--- config.mk ---
export PLATFORM = sky130hd
export DESIGN_NAME = shift_tx
export DESIGN_NICKNAME = d
export VERILOG_FILES = /design/src/rtl/shift_pkg.sv /design/src/rtl/shift_tx_baud.sv /design/src/rtl/shift_tx.sv
export SDC_FILE = /design/constraint.sdc
export NUM_CORES = 1
export LEC_CHECK = 0
export CORE_MARGIN = 4
export CORE_UTILIZATION = 40
export DETAILED_ROUTE_END_ITERATION = 10
export HOLD_SLACK_MARGIN = 0.08
export PLACE_DENSITY = 0.62
export RECOVER_POWER = 100
export SYNTH_ARGS = -nofsm -noshare
export SYNTH_HDL_FRONTEND = slang
export SYNTH_SLANG_ARGS = --single-unit
--- constraint.sdc ---
create_clock -name clk -period 1.77 [get_ports clk]
set_input_delay 0.354 -clock clk [delete_from_list [all_inputs] [get_ports clk]]
set_output_delay 0.354 -clock clk [all_outputs]
set_load 0.005 [all_outputs]
--- src/rtl/shift_pkg.sv ---
`default_nettype none
// ============================================================================
// Module      : shift_pkg
// Description : Definitions shared by the shift_tx transmitter and its
//               receiving universal shift register. This package holds the
//               receiver mode encoding that is carried on S_out, the
//               transmitter FSM state encoding, and a helper that maps the
//               bit order onto the matching receiver shift direction.
// Revision    : 1.0 - initial release
// ============================================================================
package shift_pkg;

  // Receiver mode encoding. It must stay bit-identical to the receiver's
  // S input.
  localparam logic [1:0] NO_CHANGE     = 2'b00;
  localparam logic [1:0] SHIFT_RIGHT   = 2'b01;
  localparam logic [1:0] SHIFT_LEFT    = 2'b10;
  localparam logic [1:0] PARALLEL_LOAD = 2'b11;

  typedef enum logic [1:0] {
    ST_IDLE  = 2'd0,
    ST_SHIFT = 2'd1,
    ST_PAR   = 2'd2
  } state_t;

  // LSB-first frames enter the receiver from the top. The receiver therefore
  // shifts right for them. MSB-first frames enter at bit 0, so the receiver
  // shifts left.
  function automatic logic [1:0] shift_mode(input logic msb_first);
    return msb_first ? SHIFT_LEFT : SHIFT_RIGHT;
  endfunction

endpackage
`default_nettype wire

--- src/rtl/shift_tx_baud.sv ---
`default_nettype none
// ============================================================================
// Module      : shift_tx_baud
// Description : Bit-period divider for shift_tx. It counts DIV clocks per bit
//               period. strobe_o marks the last cycle of the current period.
//               strobe_next_o reports whether the following cycle will be a
//               strobe, which lets the transmitter register outputs that line
//               up with the strobe.
// Ports       : clk, rstn        clock, async active-low reset
//               clear_i          restart the period (frame accepted)
//               en_i             count (frame in progress)
//               strobe_o         this cycle ends a bit period
//               strobe_next_o    next cycle ends a bit period
// Revision    : 1.0 - initial release
// ============================================================================
module shift_tx_baud #(
  parameter int DIV = 1
) (
  input  logic clk,
  input  logic rstn,
  input  logic clear_i,
  input  logic en_i,
  output logic strobe_o,
  output logic strobe_next_o
);

  localparam int DCW = (DIV > 1) ? $clog2(DIV) : 1;
  localparam logic [DCW-1:0] DIV_MAX = DCW'(DIV - 1);

  logic [DCW-1:0] div_cnt_q;
  logic [DCW-1:0] div_cnt_d;

  always_comb begin
    div_cnt_d = div_cnt_q;
    if (clear_i) begin
      div_cnt_d = '0;
    end else if (en_i) begin
      div_cnt_d = (div_cnt_q == DIV_MAX) ? '0 : div_cnt_q + 1'b1;
    end
  end

  always_ff @(posedge clk or negedge rstn) begin
    if (!rstn) begin
      div_cnt_q <= '0;
    end else begin
      div_cnt_q <= div_cnt_d;
    end
  end

  assign strobe_o      = en_i && (div_cnt_q == DIV_MAX);
  assign strobe_next_o = (div_cnt_d == DIV_MAX);

endmodule
`default_nettype wire

--- src/rtl/shift_tx.sv ---
`default_nettype none
// ============================================================================
// Module      : shift_tx
// Description : Parallel-to-serial transmitter. It accepts one SIZE-bit word
//               per valid/ready handshake and sends the word on SO, one bit
//               per DIV-clock bit period, LSB- or MSB-first. On the last
//               cycle of each bit period it drives S_out so that a downstream
//               universal shift register (SI<=SO, S<=S_out) captures the word.
//               Build option SHIFT_TX_PARITY_EN appends one even-parity bit
//               period. S_out holds 00 during that period, and the option
//               adds the par_strobe output.
// Ports       : clk, rstn   clock, async active-low reset
//               PI          parallel word        in_valid   word valid
//               msb_first   bit order at accept  in_ready   can accept
//               SO          serial bit           S_out      receiver mode
//               busy        frame in progress    done       last strobe pulse
//               par_strobe  parity period end (SHIFT_TX_PARITY_EN only)
// Revision    : 1.0 - initial release
// ============================================================================
module shift_tx
  import shift_pkg::*;
#(
  parameter int SIZE = 4,
  parameter int DIV  = 1
) (
  input  logic            clk,
  input  logic            rstn,
  input  logic [SIZE-1:0] PI,
  input  logic            in_valid,
  input  logic            msb_first,
  output logic            in_ready,
  output logic            SO,
  output logic [1:0]      S_out,
  output logic            busy,
  output logic            done
`ifdef SHIFT_TX_PARITY_EN
  ,output logic           par_strobe
`endif
);

  localparam int BCW = $clog2(SIZE + 1);
  localparam logic [BCW-1:0] LAST_BIT = BCW'(SIZE - 1);
  localparam logic [BCW-1:0] PENULT   = BCW'(SIZE - 2);

  state_t          state_q;
  logic [SIZE-1:0] shreg_q;
  logic            msb_q;
  logic [BCW-1:0]  bit_cnt_q;
`ifdef SHIFT_TX_PARITY_EN
  logic            parity_q;
`endif

  logic            w_accept;
  logic            w_strobe;
  logic            w_strobe_next;
  logic [SIZE-1:0] w_shifted;

  assign w_accept  = (state_q == ST_IDLE) && in_valid && in_ready;
  assign w_shifted = msb_q ? {shreg_q[SIZE-2:0], 1'b0} : {1'b0, shreg_q[SIZE-1:1]};

  shift_tx_baud #(.DIV(DIV)) u_baud (
    .clk           (clk),
    .rstn          (rstn),
    .clear_i       (w_accept),
    .en_i          (state_q != ST_IDLE),
    .strobe_o      (w_strobe),
    .strobe_next_o (w_strobe_next)
  );

  // The outputs are registered. They are computed one cycle early so that
  // S_out, done and par_strobe show during the strobe cycle itself.
  always_ff @(posedge clk or negedge rstn) begin
    if (!rstn) begin
      state_q    <= ST_IDLE;
      shreg_q    <= '0;
      msb_q      <= 1'b0;
      bit_cnt_q  <= '0;
      SO         <= 1'b0;
      S_out      <= NO_CHANGE;
      busy       <= 1'b0;
      done       <= 1'b0;
      in_ready   <= 1'b1;
`ifdef SHIFT_TX_PARITY_EN
      parity_q   <= 1'b0;
      par_strobe <= 1'b0;
`endif
    end else begin
      done <= 1'b0;
`ifdef SHIFT_TX_PARITY_EN
      par_strobe <= 1'b0;
`endif
      case (state_q)
        ST_IDLE: begin
          if (w_accept) begin
            state_q   <= ST_SHIFT;
            shreg_q   <= PI;
            msb_q     <= msb_first;
            bit_cnt_q <= '0;
            SO        <= msb_first ? PI[SIZE-1] : PI[0];
            S_out     <= w_strobe_next ? shift_mode(msb_first) : NO_CHANGE;
            busy      <= 1'b1;
            in_ready  <= 1'b0;
`ifdef SHIFT_TX_PARITY_EN
            parity_q  <= ^PI;
`endif
          end
        end

        ST_SHIFT: begin
          if (w_strobe) begin
            if (bit_cnt_q == LAST_BIT) begin
`ifdef SHIFT_TX_PARITY_EN
              state_q    <= ST_PAR;
              SO         <= parity_q;
              S_out      <= NO_CHANGE;
              par_strobe <= w_strobe_next;
              done       <= w_strobe_next;
`else
              state_q  <= ST_IDLE;
              SO       <= 1'b0;
              S_out    <= NO_CHANGE;
              busy     <= 1'b0;
              in_ready <= 1'b1;
`endif
            end else begin
              shreg_q   <= w_shifted;
              SO        <= msb_q ? w_shifted[SIZE-1] : w_shifted[0];
              bit_cnt_q <= bit_cnt_q + 1'b1;
              S_out     <= w_strobe_next ? shift_mode(msb_q) : NO_CHANGE;
`ifndef SHIFT_TX_PARITY_EN
              done      <= w_strobe_next && (bit_cnt_q == PENULT);
`endif
            end
          end else begin
            S_out <= w_strobe_next ? shift_mode(msb_q) : NO_CHANGE;
`ifndef SHIFT_TX_PARITY_EN
            done  <= w_strobe_next && (bit_cnt_q == LAST_BIT);
`endif
          end
        end

`ifdef SHIFT_TX_PARITY_EN
        ST_PAR: begin
          if (w_strobe) begin
            state_q  <= ST_IDLE;
            SO       <= 1'b0;
            busy     <= 1'b0;
            in_ready <= 1'b1;
          end else begin
            par_strobe <= w_strobe_next;
            done       <= w_strobe_next;
          end
        end
`endif

        default: begin
          state_q  <= ST_IDLE;
          SO       <= 1'b0;
          S_out    <= NO_CHANGE;
          busy     <= 1'b0;
          in_ready <= 1'b1;
        end
      endcase
    end
  end

endmodule
`default_nettype wire
==> out/metrics.cfg, run 1 <==
[status]
status=completed

[final_layout]
multi_input_area_um2=395.4
syn_to_final_growth_pct=19.49
nets=107
post_route_cells_drive_above_1_share_pct=11.58
postLayoutCoreUtil_pct=50.69
antenna_cells=0
final_common_cell=dfrtp_1
most-common-layout-cells=dfrtp_1, clkdlybuf4s50_1, nor2_1, mux2i_1, dlygate4sd3_1
nFillCells=177
regArea_um2=377.9

[place]
io_buffers=13
gp_congestion=0.7258
post-place-ws_ps=137.3
post-dp-hpwl_um=1198

[timing]
rsz0062_at_grt=false
hold_viol_final=0
slew_headroom_pct=44.95
fin_crit_sh_pct=96.62
setup_viol=0
max_freq_mhz=584.7
fin_skew_ps=1.993
finalSetupTns_ps=0
period_minus_slack_ps=1710
fin_ws_ps=59.83
slew_violations=0
tightest_slew_ps=825.8

[floorplanning]
die_area_um2=2899
die_y_um=53.85
rows=16
dieWidth_um=53.85
fp.coreArea_um2=1982
start_util_pct=42.42
io_pins=14

[route]
antenna_left=0
post-route-drc-count=0
drt_pass1_iterations=6
vias=654
first_iter_violations=14
via_per_inst=5.361
wirelength_um=1673
wl_per_cell_um=13.71

[power]
swShare_pct=37.95
p_per_area_nw_per_um2=1681
pwr-share-comb_pct=48.3
p_int_uw=1048
ir_drop_v=0.0008844
seq_power_share_pct=40.0
leakagePower_uw=0.0004555
p_switching_uw=641.0
p_clk_share_pct=11.7

[clocking]
cts_tree=done
insertion_delay_ps=280
cts_hold_buf=0
numCtsBuffers=3
htreeDepth=1
clock-sinks=15
clockBufferDepth=2
path_clk_slew_ps=90
cts_root_buffer=clkbuf_4

[critical_path]
cp_cell_sequence=clkdlybuf4s50_1
reg2reg_to=shreg_q[2]
crit_required_ps=1420
reg2reg_depth=5
cp_num_buf_inv=1
cpLargestDelayFamily=flip-flops
slowest_delay_ps=570
r2r_start=bit_cnt_q[0]
path_max_fanout=5
worst-setup-path-type=reg -> out
slowest_stage=dfstp_2
end_kind=primary output
worst_setup_path_start_kind=flop
r2r_slack_ps=80
crit_arrival_ps=1360

[synth]
synthCells=79
yosysSeqAreaShare_pct=44.79
yosysWarnings=0
synth_top_area_share_pct=41.67
synth_edf_count=0
ys_seq_elements=15
synth.area.top_cells=dfrtp_1, mux2i_1, ha_1
synth_cell_types=35
syn_nets=90
ys.flop_type=dfrtp_1
synth.largest_area_cell=dfrtp_1
syn_area_um2=840.8
syn_avg_cell_area_um2=10.64
ys_async_sr_fraction_pct=100.0

[flow_run]
cap_violations=0

[min_path]
hold_end=in_ready
holdPathStages=2
hp-class=reg -> reg
worstHoldStart=in_ready

[global_route]
grt_pass1_wl_um=2780
antenna_found_initial=0
grt_max_degree=16
grt_pass1_vias=625
grt_overflow=0
grt_usage_pct=13.65

repair_timing:
| action | CTS | global route |
|---|---|---|
| endpoints found under the setup margin | 1 | 0 |
| gates resized for setup | 1 | 0 |
| buffers inserted | 0 | 0 |
worst max-delay path by stage:
stage,startpoint,to,cells after the start
after floorplan,bit_cnt_q[0],shreg_q[0],6
after global placement,in_valid,shreg_q[1],4
final,in_ready,in_ready,1
after global routing,in_ready,in_ready,1
after detailed placement,in_valid,shreg_q[2],4
after CTS,in_ready,in_ready,1
routing by layer:
layer  vias up  global-route usage [%]  share of wire [%]
li1        312                       -                  -
met1       324                   17.70                 48
met2        16                   21.17                 47
met3         2                   3.324                4.2
met4         0                   6.383               0.60
met5         -                       0                  0
through the flow:
| step | std cells | cell area [µm²] | hold WS, ps | power [µW] |
|---|---|---|---|---|
| after floorplan | 79 | 840.8 | 58.41 | 1281 |
| after global placement | 118 | 997.2 | 489.4 | 1554 |
| after detailed placement | 118 | 997.2 | 496.9 | 1556 |
| after CTS | 122 | 1025 | 389.3 | 1769 |
| after global routing | 122 | 1005 | 540.7 | 1854 |
| final | 122 | 1005 | 510.7 | 1689 |
cells in the mapped netlist, types with 2 or more instances:
library cell   n
buf_6          2
inv_1          3
mux2i_1        5
a21oi_1        3
a221o_1        2
o21a_1         2
nor3_1         4
buf_2          3
ha_1           3
mux2_1         2
a31oi_1        2
o21ai_1        6
dfrtp_1       14
nand2_1        4
nor2_1         4
state kept, by name, summed over array words and instances (netlist names):
register / flops
SO: 1
S_out: 2
bit_cnt_q: 3
busy: 1
done: 1
in_ready: 1
msb_q: 1
shreg_q: 4
u_baud.div_cnt_q: 1
power by group through the flow:
stage	clock network [µW]	registers, µW	logic (µW)
global route	224	703	928
detailed placement	0	680	877
finish	197	675	817
CTS	203	677	889
global placement	0	675	879
floorplan	0	617	664
kinds of logic (layout without fill, tap and decap cells):
kind of cell	count (synthesis)	in the layout	share of synthesized area, %
compound gates	20	20	15.77
buf+inv	9	25	6.696
simple gates	24	24	18.31
fa+ha+maj	3	3	4.465
flops	15	15	44.79
mux	8	8	9.970
area by class of cell:
type | instances | share of cell area (%)
Sequential cell | 15 | 37.61
Tap cell | 27 | 3.362
Multi-Input combinational cell | 55 | 39.35
Clock buffer | 4 | 2.615
Timing Repair Buffer | 18 | 15.94
Inverter | 3 | 1.121
Note: power is estimated with default switching activity, not from simulation.
==> inputs of run 2 (changes only) <==
--- a/config.mk
+++ b/config.mk
@@ -5,6 +5,7 @@
 export SDC_FILE = /design/constraint.sdc
 export NUM_CORES = 1
 export LEC_CHECK = 0
+export ABC_CLOCK_PERIOD_IN_PS = 1770
 export CORE_MARGIN = 4
 export CORE_UTILIZATION = 40
 export DETAILED_ROUTE_END_ITERATION = 10
==> results of run 2 <==
Final layout, timing and power as in run 1 (identical DEF).
==> inputs of run 3 (changes only) <==
--- a/config.mk
+++ b/config.mk
@@ -8,10 +8,13 @@
 export ABC_CLOCK_PERIOD_IN_PS = 1770
 export CORE_MARGIN = 4
 export CORE_UTILIZATION = 40
+export CTS_CLUSTER_DIAMETER = 80
 export DETAILED_ROUTE_END_ITERATION = 10
+export DONT_BUFFER_PORTS = 1
 export HOLD_SLACK_MARGIN = 0.08
-export PLACE_DENSITY = 0.62
+export PLACE_DENSITY = 0.53
 export RECOVER_POWER = 100
+export SLEW_MARGIN = 10
 export SYNTH_ARGS = -nofsm -noshare
 export SYNTH_HDL_FRONTEND = slang
 export SYNTH_SLANG_ARGS = --single-unit
==> out/metrics.cfg, run 3 (same netlist as run 1, synthesis figures left out) <==
[flow_run]
cap_violations=0

[place]
io_buffers=0
post-dp-hpwl_um=1123
gp_congestion=0.7219

[timing]
fin_crit_sh_pct=93.70
slew_headroom_pct=54.22
worst_hold_slack_ps=205.4
period_minus_slack_ps=1658
fin_skew_ps=9.687
setup_viol=0
rsz0062_at_grt=false
tightest_slew_ps=684.4
slew_violations=0
hold_viol_final=0
max_freq_mhz=603.0
finalSetupTns_ps=0

[floorplanning]
fp.coreArea_um2=1982
die_area_um2=2899
dieWidth_um=53.85
rows=16
io_pins=14
start_util_pct=42.42
die_y_um=53.85

[critical_path]
r2r_slack_ps=110
crit_arrival_ps=1830
end_kind=flop
path_max_fanout=4
worst_setup_path_start_kind=flop
crit_required_ps=1940
worst-setup-path-type=reg -> reg

[route]
post-route-drc-count=0
first_iter_violations=11
wl_per_cell_um=14.86
via_per_inst=5.500
wirelength_um=1605
antenna_left=0
drt_pass1_iterations=4
vias=594

[final_layout]
largestRegisters=shreg_q (4), bit_cnt_q (3), S_out (2)
syn_to_final_growth_pct=4.911
antenna_cells=0
post_route_cells_drive_above_1_share_pct=13.58
regMostFlops=shreg_q
final_common_cell=dfrtp_1
nets=93
largest_reg_flops=4
most-common-layout-cells=dfrtp_1, mux2i_1, o21ai_1

[clocking]
clock-sinks=15
cts-resized-gates=0
insertion_delay_ps=290
path_clk_slew_ps=100
cts_root_buffer=clkbuf_4
clockBufferDepth=2
cts_hold_buf=1
numCtsBuffers=3
cts_tree=done
htreeDepth=1
cts_setup_buffers=0

[global_route]
grt_overflow=0
busiest_layer=met2
grtUsageMet1_pct=17.73
grt_pass1_vias=613
grt_max_degree=16
grt_usage_pct=13.83
gr-usage-met3_pct=6.648
antenna_found_initial=0
grtUsageMet2_pct=21.17
grt_pass1_wl_um=2829

[power]
ir_drop_v=0.0007855
leakagePower_uw=0.0004010
p_per_area_nw_per_um2=1802
power_uw=1590

[min_path]
hp-class=in -> reg

[status]
status=completed

==> run 3: cell types whose count changed in the layout (fill, tap and decap cells not counted), moves of 2 or more <==
cell	change
dlygate4sd3_1	-4
buf_4	-2
clkdlybuf4s50_1	-8
clkbuf_1	-2
==> run 3: layout make-up <==
type                       count  area [µm²]
clock inverter                 1       5.005
multi-input combinational     55       406.6
inverter                       3       11.26
sequential                    15       376.6
timing repair buffer           4       26.28
tap                           27       33.78
clock buffer                   3       22.52
fill                         189        1100
==> run 3: layer usage <==
metal | vias up | share of wire (%)
met5 | - | 0
met4 | 0 | 0.75
met3 | 2 | 6.7
met2 | 17 | 45
met1 | 292 | 47
li1 | 283 | -
==> run 3: critical path: stages, from the launching register on <==
cell,delay (ps)
dfrtp_1,420
ha_1,220
ha_1,250
nor3b_4,300
nor2_2,60
a221o_1,290
==> run 3: power breakdown <==
| group | internal, µW | total, µW | switching (µW) | leakage [µW] |
|---|---|---|---|---|
| logic | 367 | 713 | 347 | 0.000201 |
| clock network | 83.9 | 196 | 112 | 0.0000177 |
| registers | 509 | 680 | 172 | 0.000182 |
==> run 3: path summary, 6_finish.rpt <==
path,from,end,cells after the start
worst min-delay path,msb_first,msb_q,1
worst max register to register,bit_cnt_q[0],shreg_q[1],5
worst min register to register,bit_cnt_q[0],bit_cnt_q[0],1
worst max-delay path,bit_cnt_q[0],shreg_q[1],5
min in group asynchronous,rstn,bit_cnt_q[1],1
max in group asynchronous,rstn,shreg_q[2],1
==> run 3: metrics by stage <==
stage               cell area, µm²  std cells  utilization [%]  worst slack [ps]
global placement             852.1        103            42.99             185.1
detailed placement           852.1        103            42.99             147.2
CTS                          889.6        108            44.89             100.3
floorplan                    840.8         79                -             203.5
global route                 882.1        108            44.51             25.69
finish                       882.1        108            44.51             111.6
